### src/rtl/inst_mem_ctrl.sv
// Instruction memory controller: assembles a byte stream into words, writes them
// into instruction memory, then hands the memory address to the fetch stage for execution.
module inst_mem_ctrl #(
  parameter int                   RAM_WIDTH     = 32,
  parameter int                   RAM_ADDR_BITS = 10,
  parameter logic [RAM_WIDTH-1:0] HALT_WORD     = 32'hFFFF_FFFF
) (
  input  logic                     clk,
  input  logic                     rst_n,
  input  logic                     start,
  input  logic [7:0]               rx_data,
  input  logic                     rx_valid,
  output logic                     rx_ready,
  input  logic                     step_mode,
  input  logic                     step,
  input  logic                     halt_seen,
  input  logic [RAM_ADDR_BITS-1:0] fetch_addr,
  output logic                     fetch_en,
  output logic                     mem_we,
  output logic [RAM_ADDR_BITS-1:0] mem_addr,
  output logic [RAM_WIDTH-1:0]     mem_wdata,
  output logic [1:0]               state,
  output logic [RAM_ADDR_BITS:0]   word_count
);

  typedef enum logic [1:0] {
    IDLE = 2'b00,
    LOAD = 2'b01,
    RUN  = 2'b10,
    HALT = 2'b11
  } state_t;

  localparam logic [RAM_ADDR_BITS-1:0] ADDR_ONE  = {{(RAM_ADDR_BITS-1){1'b0}}, 1'b1};
  localparam logic [RAM_ADDR_BITS:0]   CNT_ONE   = {{RAM_ADDR_BITS{1'b0}}, 1'b1};
  localparam logic [RAM_ADDR_BITS:0]   CNT_MAX   = {1'b1, {RAM_ADDR_BITS{1'b0}}};

  state_t                   state_q;
  logic [1:0]               byte_cnt;
  logic [RAM_WIDTH-9:0]     word_p0;
  logic [RAM_WIDTH-1:0]     word_next;
  logic                     vld_p1;
  logic [RAM_WIDTH-1:0]     wdata_p1;
  logic [RAM_ADDR_BITS-1:0] wr_addr;
  logic [RAM_ADDR_BITS:0]   wcount;
  logic                     byte_acc;
  logic                     addr_full;

  assign byte_acc   = rx_valid && rx_ready;
  assign word_next  = {word_p0, rx_data};
  assign addr_full  = &wr_addr;

  assign rx_ready   = (state_q == LOAD) && !vld_p1;
  assign mem_we     = vld_p1;
  assign mem_wdata  = wdata_p1;
  assign mem_addr   = (state_q == RUN || state_q == HALT) ? fetch_addr : wr_addr;
  assign fetch_en   = (state_q == RUN) && !halt_seen && (!step_mode || step);
  assign state      = state_q;
  assign word_count = wcount;

  // Stage p0: byte assembly, holds the leading bytes of the word in flight
  always_ff @(posedge clk) begin
    if (byte_acc) word_p0 <= word_next[RAM_WIDTH-9:0];
  end

  // Stage p1: completed word waits one cycle as the memory write
  always_ff @(posedge clk or negedge rst_n) begin
    if (!rst_n) begin
      state_q  <= IDLE;
      byte_cnt <= 2'd0;
      vld_p1   <= 1'b0;
      wdata_p1 <= '0;
      wr_addr  <= '0;
      wcount   <= '0;
    end else begin
      case (state_q)
        IDLE, HALT: begin
          if (start) begin
            state_q  <= LOAD;
            byte_cnt <= 2'd0;
            wr_addr  <= '0;
            wcount   <= '0;
          end
        end
        LOAD: begin
          if (vld_p1) begin
            vld_p1 <= 1'b0;
            if (wdata_p1 == HALT_WORD || addr_full) state_q <= RUN;
            // The top address is terminal: no wrap, count pins at capacity
            if (!addr_full) wr_addr <= wr_addr + ADDR_ONE;
            if (wcount != CNT_MAX) wcount <= wcount + CNT_ONE;
          end else if (byte_acc) begin
            if (byte_cnt == 2'd3) begin
              vld_p1   <= 1'b1;
              wdata_p1 <= word_next;
              byte_cnt <= 2'd0;
            end else begin
              byte_cnt <= byte_cnt + 2'd1;
            end
          end
        end
        RUN: begin
          if (halt_seen) state_q <= HALT;
        end
        default: ;
      endcase
    end
  end

endmodule

### config.mk
export PLATFORM = sky130hd
export DESIGN_NAME = inst_mem_ctrl
export DESIGN_NICKNAME = d
export VERILOG_FILES = /design/src/rtl/inst_mem_ctrl.sv
export SDC_FILE = /design/constraint.sdc
export NUM_CORES = 1
export LEC_CHECK = 0
export ABC_AREA = 1
export CORE_MARGIN = 2
export CORE_UTILIZATION = 40
export DETAILED_ROUTE_END_ITERATION = 10
export PLACE_DENSITY = 0.68
export SLEW_MARGIN = 10
export SYNTH_ARGS = -nofsm -noshare
export SYNTH_HDL_FRONTEND = slang
export SYNTH_SLANG_ARGS = --single-unit
### constraint.sdc
create_clock -name clk -period 2 [get_ports clk]
set_input_delay 0.2 -clock clk [delete_from_list [all_inputs] [get_ports clk]]
set_output_delay 0.2 -clock clk [all_outputs]
set_load 0.01 [all_outputs]
==> flow_summary.ini, run 1 <==
[worst_setup_path]
crit_cells = 8
crit_type = flip-flop to output pin
cp_cell_sequence = inv_1 > ha_2 > nor2_2 > buf_4 > buf_2 > buf_4 > a21oi_2 > buf_2
cp_data_arrival_time_ns = 1.74
startpoint_type = flip-flop
required_ns = 1.80
crit_buf_inv = 5
critical-path-top-delay-family = buffers and inverters
timing.rr.start = state[0]
reg2reg_depth = 10
worst-path-max-fanout = 4
end_kind = output pin
r2r_slack_ns = 0.09
r2r-end = mem_wdata[22]
slowest_delay_ns = 0.42
cp_slowest_cell = dfrtp_1

[clock_tree]
clk_latency_ns = 0.35
cts_made_buffers = 9
clock_path_buffers = 2
htreeDepth = 3
root_buffer = clkbuf_8
clk_pin_slew_ns = 0.10
cts.sinks = 82
cts_tree = done

[pwr]
p_clk_share_pct = 19.5
pwr_density_cell_nw_per_um2 = 1340
seqPwrFrac_pct = 37.2
vdd_drop_max_uv = 541
total_power_mw = 7.11
p_sw_mw = 2.51
switching_share_pct = 35.2
p_comb_share_pct = 43.2
power.internal_mw = 4.61
static-leakage-power_nw = 2.37

[synthesis]
ys_seq_elements = 82
syn_nets = 389
synth_edf_count = 24
synth.area.top_cells = dfrtp_1 37%, edfxtp_1 18%, mux2_4 10%
netlist_area_um2 = 3930
synth_cells = 357
avgSynthCellArea_um2 = 11.0
yosysWarnings = 0
async_flop_share_pct = 70.7
synth_top_flop_cell = dfrtp_1
synth_top_area_share_pct = 37.0
ys_types = 32
ys_seq_area_share_pct = 55.3
yosysTopAreaCell = dfrtp_1

[route]
drt_iter0_drc = 130
wirelength_mm = 8.66
met3_wirelength_um = 275
routed_via_density = 4.79
drc = 0
vias = 2891
topRoutingLayerUsed = met4
post_drt_wl_per_cell_um = 14.3
met2_wirelength_mm = 4.24
dr.pass1.iters = 6
wl_met1_mm = 3.99
ant_nets = 0

[cells_and_area]
area_delta_synth_final_pct = 35.2
final_common_cell = nand2_1
n_antenna_cell = 0
mostFrequentLayoutCells = 70 x nand2_1, 69 x clkdlybuf4s50_1, 58 x dfrtp_1
drive_gt1_share_pct = 23.6
fin_nets = 498

[place]
gp_congestion = 0.838
dp_hpwl_mm = 6.17
numPortBuffers = 82

[floorplan]
row_count = 36
initial_utilization_pct = 40.7
die_x_um = 103
die_h_um = 103
core_area_um2 = 9640
die_area_um2 = 10600
num_io_pins = 83

[sta]
max_slew_margin_pct = 72.0
grt_setup_unrepaired = yes
setup_viol = 0
fin_setup_tns_ns = 0
fin_crit_ns = 1.94
tightestPinTransition_ns = 0.420
max_clock_freq_mhz = 514
finalMaxSlewViolations = 0
skew_ns = 0.0184
final.period_utilization_pct = 97.2
hold_violations = 0

[run]
max_cap_violations = 0

[grt]
grt_pass1_wl_mm = 13.5
grt_max_degree = 25
track_usage_pct = 16.4
grt_overflow = 0
antenna_found_initial = 0
grt_pass1_vias = 2823

[worst_hold_path]
worstHoldPathType = input port to asynchronous set/reset pin

[status]
outcome = finished, final reports clean
==> worst max-delay path by stage <==
stage / start / endpoint / slack (ns)
6_report: state[0] / mem_addr[4] / 0.06
5_1_grt: state[0] / mem_addr[1] / -0.03
4_1_cts: state[0] / mem_addr[9] / 0.01
3_5_place_dp: state[0] / mem_addr[1] / 0.003
3_3_place_gp: state[0] / mem_addr[2] / 0.06
2_1_floorplan: state[1] / mem_wdata[5] / 0.05
==> registers in the layout, indices dropped and copies added, names as in the netlist <==
register and cells:
mem_wdata 32, mem_we 1, word_count 11, state 2, word_p0 24, byte_cnt 2
wr_addr 10
==> metal layers <==
layer	GRT usage (%)	vias up
met5	0	-
met4	6.17	0
met3	2.71	12
met2	27.2	62
met1	21.8	1385
li1	-	1432
==> metrics by stage <==
| step | util [%] | setup slack [ns] | instance area (um^2) | hold WS [ns] | std cells |
|---|---|---|---|---|---|
| after floorplan | - | 0.0490 | 3930 | -0.0956 | 357 |
| after global placement | 51.7 | 0.0553 | 4980 | 0.159 | 578 |
| after detailed placement | 51.7 | 0.00293 | 4980 | 0.162 | 578 |
| after CTS | 54.4 | 0.0144 | 5250 | 0.311 | 601 |
| after global routing | 55.1 | -0.0307 | 5310 | 0.347 | 604 |
| final | 55.1 | 0.0551 | 5310 | 0.300 | 604 |
==> kinds of logic after synthesis <==
logic type                 Yosys count  share of synthesized area [%]
muxes                               36                           12.9
DFF                                 82                           55.3
xor gates and xnor gates             6                           1.34
buffers and inverters               34                           4.49
adders and majority gates            7                           2.23
and+or+nand+nor                    163                           19.1
AOI/OAI and AO/OA                   29                           4.62
==> repair_timing <==
action	in CTS	in global routing
pin swaps	1	0
cloned	1	2
hold buffers	1	0
setup buffers	5	1
endpoints found under the hold margin	17	0
resized for setup	37	10
endpoints found under the setup margin	12	26
==> cell type report <==
type	instances	area, um^2
fillers	882	4330
multi-input cells	241	1610
inverters	25	101
repair buffers	107	1030
well taps	133	166
clock inverters	7	106
clock buffers	9	124
flip-flops and latches	82	2170
==> Yosys cell counts, types with 6 or more instances <==
master	count
a21oi_1	11
buf_6	6
dfrtp_1	58
edfxtp_1	24
ha_1	7
inv_1	23
mux2_2	9
mux2_4	27
nand2_1	70
nand3_1	27
nand4_1	6
nor2_1	38
nor3_1	10
o21ai_2	6
==> power by group through the flow <==
stage / Combinational (mW) / Sequential [mW] / Clock [mW]
2_1_floorplan: 1.47 / 2.75 / 0
4_1_cts: 3.05 / 2.65 / 1.42
3_3_place_gp: 2.95 / 2.65 / 0
6_report: 3.08 / 2.65 / 1.39
3_5_place_dp: 3.02 / 2.68 / 0
5_1_grt: 3.33 / 2.72 / 1.49
Power figures use the tool's default switching activity.
==> inputs of run 2 (changes only) <==
CTS_BUF_LIST = sky130_fd_sc_hd__clkbuf_8   (was default)
==> results of run 2 <==
Same layout as run 1: the final DEF is identical, and so are final timing and power.
